<file path="src/rtl/filtro_canal_scheduler.sv">
// ---------------------------------------------------------------------------
// filtro_canal_scheduler
//   Round-robin scheduler sharing one filter MAC datapath (coefficient ROM,
//   function mux, accumulator) between N_CH sample channels. One requesting
//   channel is granted at a time. Its job runs for N_TAPS tap cycles, then a
//   single DONE cycle pulses ack back to that channel.
//
// Ports
//   clk         rising-edge clock
//   reset       synchronous, active-high
//   req         per-channel sample ready (level, held until ack)
//   gnt         one-hot grant, held from tap 0 through DONE
//   ack         one-cycle pulse to the served channel at job end
//   ch_sel      index of the granted channel (datapath state mux)
//   sel_const   coefficient index = current tap
//   sel_fun     00 idle, 01 load sample (tap 0), 10 MAC (taps >= 1)
//   sel_acum    00 hold, 01 load (tap 0), 10 accumulate (taps >= 1)
//   sh_r        delay-line shift strobe, high at tap SHIFT_TAP only
//   band_listo  job complete, high in the DONE cycle
//   busy        high in RUN and DONE
//
// Every output is a flop. The next-state logic computes next-cycle output
// values alongside the next state, so outputs change cleanly on clk.
// ---------------------------------------------------------------------------
module filtro_canal_scheduler #(
  parameter int N_CH      = 2,
  parameter int CH_W      = 1,
  parameter int N_TAPS    = 5,
  parameter int SHIFT_TAP = 1
) (
  input  logic              clk,
  input  logic              reset,
  input  logic [N_CH-1:0]   req,
  output logic [N_CH-1:0]   gnt,
  output logic [N_CH-1:0]   ack,
  output logic [CH_W-1:0]   ch_sel,
  output logic [2:0]        sel_const,
  output logic [1:0]        sel_fun,
  output logic [1:0]        sel_acum,
  output logic              sh_r,
  output logic              band_listo,
  output logic              busy
);

  typedef enum logic [1:0] {IDLE, RUN, DONE} state_t;

  localparam logic [2:0]      LAST_TAP = 3'(N_TAPS - 1);
  localparam logic [2:0]      SH_TAP   = 3'(SHIFT_TAP);
  localparam logic [CH_W-1:0] LAST_CH  = CH_W'(N_CH - 1);
  localparam logic [CH_W:0]   N_CH_X   = (CH_W + 1)'(N_CH);

  state_t          state, state_n;
  logic [2:0]      tap, tap_n;
  logic [CH_W-1:0] ptr, ptr_n;
  logic [CH_W-1:0] winner, winner_n;

  logic [N_CH-1:0] gnt_n, ack_n;
  logic [CH_W-1:0] ch_sel_n;
  logic [2:0]      sel_const_n;
  logic [1:0]      sel_fun_n, sel_acum_n;
  logic            sh_r_n, band_listo_n, busy_n;

  // Round-robin search: first set request starting at ptr, wrapping at N_CH
  // by explicit compare so non-power-of-2 channel counts wrap correctly.
  logic [2**CH_W-1:0] req_pad;
  logic               found;
  logic [CH_W-1:0]    pick;
  logic [CH_W:0]      sum;

  always_comb begin
    req_pad            = '0;
    req_pad[N_CH-1:0]  = req;
    found              = 1'b0;
    pick               = '0;
    sum                = '0;
    for (int k = 0; k < N_CH; k++) begin
      sum = {1'b0, ptr} + (CH_W + 1)'(k);
      if (sum >= N_CH_X) sum = sum - N_CH_X;
      if (!found && req_pad[sum[CH_W-1:0]]) begin
        found = 1'b1;
        pick  = sum[CH_W-1:0];
      end
    end
  end

  // Next state and next-cycle output values.
  always_comb begin
    // NOTE: every variable gets a default before the case so no path can leave one unassigned and infer a latch.
    state_n      = state;
    tap_n        = tap;
    ptr_n        = ptr;
    winner_n     = winner;
    gnt_n        = '0;
    ack_n        = '0;
    ch_sel_n     = '0;
    sel_const_n  = '0;
    sel_fun_n    = 2'b00;
    sel_acum_n   = 2'b00;
    sh_r_n       = 1'b0;
    band_listo_n = 1'b0;
    busy_n       = 1'b0;

    case (state)
      IDLE: begin
        if (found) begin
          state_n     = RUN;
          tap_n       = '0;
          winner_n    = pick;
          gnt_n       = N_CH'(1) << pick;
          ch_sel_n    = pick;
          sel_fun_n   = 2'b01;
          sel_acum_n  = 2'b01;
          sh_r_n      = (SH_TAP == 3'd0);
          busy_n      = 1'b1;
        end
      end

      RUN: begin
        gnt_n    = N_CH'(1) << winner;
        ch_sel_n = winner;
        busy_n   = 1'b1;
        if (tap == LAST_TAP) begin
          // Entering DONE: accumulator holds, result is handed back.
          state_n      = DONE;
          ack_n        = N_CH'(1) << winner;
          band_listo_n = 1'b1;
        end else begin
          tap_n       = tap + 3'd1;
          sel_const_n = tap + 3'd1;
          sel_fun_n   = 2'b10;
          sel_acum_n  = 2'b10;
          sh_r_n      = ((tap + 3'd1) == SH_TAP);
        end
      end

      DONE: begin
        state_n = IDLE;
        ptr_n   = (winner == LAST_CH) ? '0 : winner + CH_W'(1);
      end

      default: state_n = IDLE;
    endcase
  end

  always_ff @(posedge clk) begin
    if (reset) begin
      state      <= IDLE;
      tap        <= '0;
      ptr        <= '0;
      winner     <= '0;
      gnt        <= '0;
      ack        <= '0;
      ch_sel     <= '0;
      sel_const  <= '0;
      sel_fun    <= 2'b00;
      sel_acum   <= 2'b00;
      sh_r       <= 1'b0;
      band_listo <= 1'b0;
      busy       <= 1'b0;
    end else begin
      // NOTE: non-blocking assignments so every flop samples pre-edge values regardless of statement order.
      state      <= state_n;
      tap        <= tap_n;
      ptr        <= ptr_n;
      winner     <= winner_n;
      gnt        <= gnt_n;
      ack        <= ack_n;
      ch_sel     <= ch_sel_n;
      sel_const  <= sel_const_n;
      sel_fun    <= sel_fun_n;
      sel_acum   <= sel_acum_n;
      sh_r       <= sh_r_n;
      band_listo <= band_listo_n;
      busy       <= busy_n;
    end
  end

endmodule

</file>
<file path="config.mk">
export PLATFORM = sky130hd
export DESIGN_NAME = filtro_canal_scheduler
export DESIGN_NICKNAME = d
export VERILOG_FILES = /design/src/rtl/filtro_canal_scheduler.sv
export SDC_FILE = /design/constraint.sdc
export NUM_CORES = 1
export LEC_CHECK = 0
export ABC_AREA = 1
export BUFFER_PORTS_ARGS = -buffer_cell sky130_fd_sc_hd__buf_4
export CELL_PAD_IN_SITES_DETAIL_PLACEMENT = 1
export CELL_PAD_IN_SITES_GLOBAL_PLACEMENT = 1
export CORE_UTILIZATION = 31
export DETAILED_ROUTE_END_ITERATION = 10
export PLACE_DENSITY = 0.73
export SLEW_MARGIN = 25
export SYNTH_ARGS = -nofsm -noshare
export SYNTH_HDL_FRONTEND = slang
export SYNTH_SLANG_ARGS = --single-unit
</file>
<file path="constraint.sdc">
create_clock -name clk -period 1.19 [get_ports clk]
set_clock_uncertainty 0.15 [all_clocks]
set_input_delay 0.1785 -clock clk [delete_from_list [all_inputs] [get_ports clk]]
set_output_delay 0.1785 -clock clk [all_outputs]
set_load 0.02 [all_outputs]
</file>
==> out/metrics.yaml <==
port-buffer-count: 18
place.gp.congestion: 0.697
synth_fp_nets: 97
internal_power_w: 0.00102
ff_latch_area_um2: 385
relSlewSlack_pct: 85.0
grt_max_degree: 11
failed_checks: "negative setup slack"
fmax_ghz: 0.806
dp_cells: 141
synth.avg_cell_area_um2: 7.73
hold_ws_ps: 8.38
clock_tree.root_cell: "clkbuf_4"
slew_violations: 0
num_rows: 16
cts-buffers-inserted: 3
ys_seq_area_share_pct: 54.1
dieArea_mm2: 0.00246
die_h_um: 49.6
detail-route-antenna-nets: 0
final_common_cell: "buf_4"
grt_pass1_vias: 671
drc: 0
timing.final.ws_setup_ps: -50.9
worstReg2RegStart: "tap[0]"
leakage_nw: 0.538
outcome: "finished with violations"
placed_cell_area_um2: 931
crit_fanout: 6
power.switching_w: 0.000482
final_cell_mix: "buf_4 (30), nand2_1 (15), nor2_1 (15), dfxtp_1 (15), inv_1 (12)"
syn_to_final_growth_pct: 48.4
yosysUniqueCellTypes: 11
power_density_mw_per_mm2: 1440
cts.path.max_buffers: 2
cp.required_ps: 1250
yosysWarnings: 0
critPathKind: "register to register"
core-area_mm2: 0.00204
antennaDiodeCount: 0
dpl.hpwl_um: 1340
cts_tree: "done"
period_share_pct: 104
hold_violations: 0
multi_input_area_um2: 310
top_usage_layer: "met2"
comb_power_share_pct: 29.1
clockPowerShare_pct: 22.5
avgRoutedWirePerCell_um: 12.5
nets: 130
clk_pin_slew_ps: 110
maxCapViolCount: 0
hp-class: "input port to register"
vias: 663
cp.arrival_ps: 1300
crit_path_start_kind: "register"
grt_antenna_before_repair: 0
grt_util_all_layers_pct: 16.7
gr-usage-met1_pct: 20.3
htreeDepth: 1
period_needed_ps: 1240
worst_pin_slew_ps: 225
rsz0062_at_grt: "yes"
sequentialPowerShare_pct: 48.4
clk_latency_ps: 300
syn_inst: 91
vdd_drop_max_mv: 0.723
use_met2_pct: 29.3
final_cell_area_mm2: 0.00104
met3_usage_pct: 1.85
nFillCells: 263
first_iter_violations: 5
endpoint_kind: "register"
initial_core_util_pct: 34.4
final_cells: 150
setup_tns_ps: -137
die_x_um: 49.6
synth_area_um2: 703
critPathLaunch: "tap[0]"
overflow: 0
io_pins: 19
yosys_register_bits: 19
setup_viol: 5
avgViaCountPerCell: 4.42
drive_gt1_share_pct: 42.3
grt_pass1_wl_um: 3060
cts.sink_count: 19
final_core_util_pct: 51.1
min_from: "reset"
switching_share_pct: 32.1
drt_first_pass_iters: 3
wl_um: 1880
## cell usage after synthesis
master   number  area (µm²)
nor2_1       18        67.6
nand2_2       1        6.26
a21oi_1       7        35.0
inv_1        14        52.6
dfxtp_1      19         380
nor2_2        1        6.26
ha_1          2        25.0
nand3_1       7        35.0
nand2_1      18        67.6
o21ai_0       1        5.00
buf_4         3        22.5
## per-layer routing
metal | share of wire, % | wire, µm
met5 | 0 | 0
met4 | 1.2 | 23
met3 | 3.2 | 61
met1 | 43 | 816
met2 | 52 | 980
## through the flow
step | total power (W) | worst slack [ps]
floorplan | 0.000936 | 4.72
global placement | 0.00107 | -2.87
detailed placement | 0.00109 | -84.2
CTS | 0.00146 | -25.3
global route | 0.00159 | -108
finish | 0.00150 | -50.9
## critical path, cell delays in order, from the launching register on
cell and delay (ps):
dfxtp_2 370, inv_2 60, ha_4 160, nand2_4 60
nand3_4 120, nand2_2 100, nand2_1 50, nand2_1 50
nor2_1 30
## repair_timing
action,CTS,global route
endpoints found under the setup margin,4,12
endpoints found under the hold margin,4,0
pin swaps,4,3
gates resized for setup,7,8
setup buffers,1,3
hold buffers,1,0
cloned,0,0
## power groups by stage
stage | Combinational (W) | Sequential (W) | Clock, W
after global routing | 0.000476 | 0.000732 | 0.000380
final | 0.000437 | 0.000726 | 0.000338
after detailed placement | 0.000360 | 0.000734 | 0
after global placement | 0.000345 | 0.000729 | 0
after floorplan | 0.000171 | 0.000766 | 0
after CTS | 0.000397 | 0.000723 | 0.000339
## logic make-up after synthesis
group	Yosys count	share of synthesized area, %
AND/OR/NAND/NOR	45	26.0
adder cells (fa/ha/maj)	2	3.56
flip-flops	19	54.1
AO/OA/AOI/OAI	8	5.69
buffers and inverters	17	10.7
## path summary, 6_finish.rpt
path,end,slack (ps),cells past startpoint
hold / removal,sh_r,8,4
setup reg to reg,tap[2],-50,8
setup / recovery,tap[2],-50,8
hold reg to reg,ack[0],360,1
## sequential cells by signal (all words and copies together) (netlist names)
register	count
ack	2
band_listo	1
busy	1
gnt	2
ptr	1
sel_acum	2
sel_const	3
sh_r	1
state	2
tap	3
winner	1
## final cells by class
| cell class | count | area share (%) |
|---|---|---|
| sequential | 19 | 36.9 |
| multi-input combinational | 55 | 29.7 |
| timing repair buffer | 31 | 22.5 |
| inverter | 14 | 5.04 |
| tap | 27 | 3.24 |
| clock buffer | 4 | 2.52 |
Note: power is estimated with default switching activity, not from simulation.
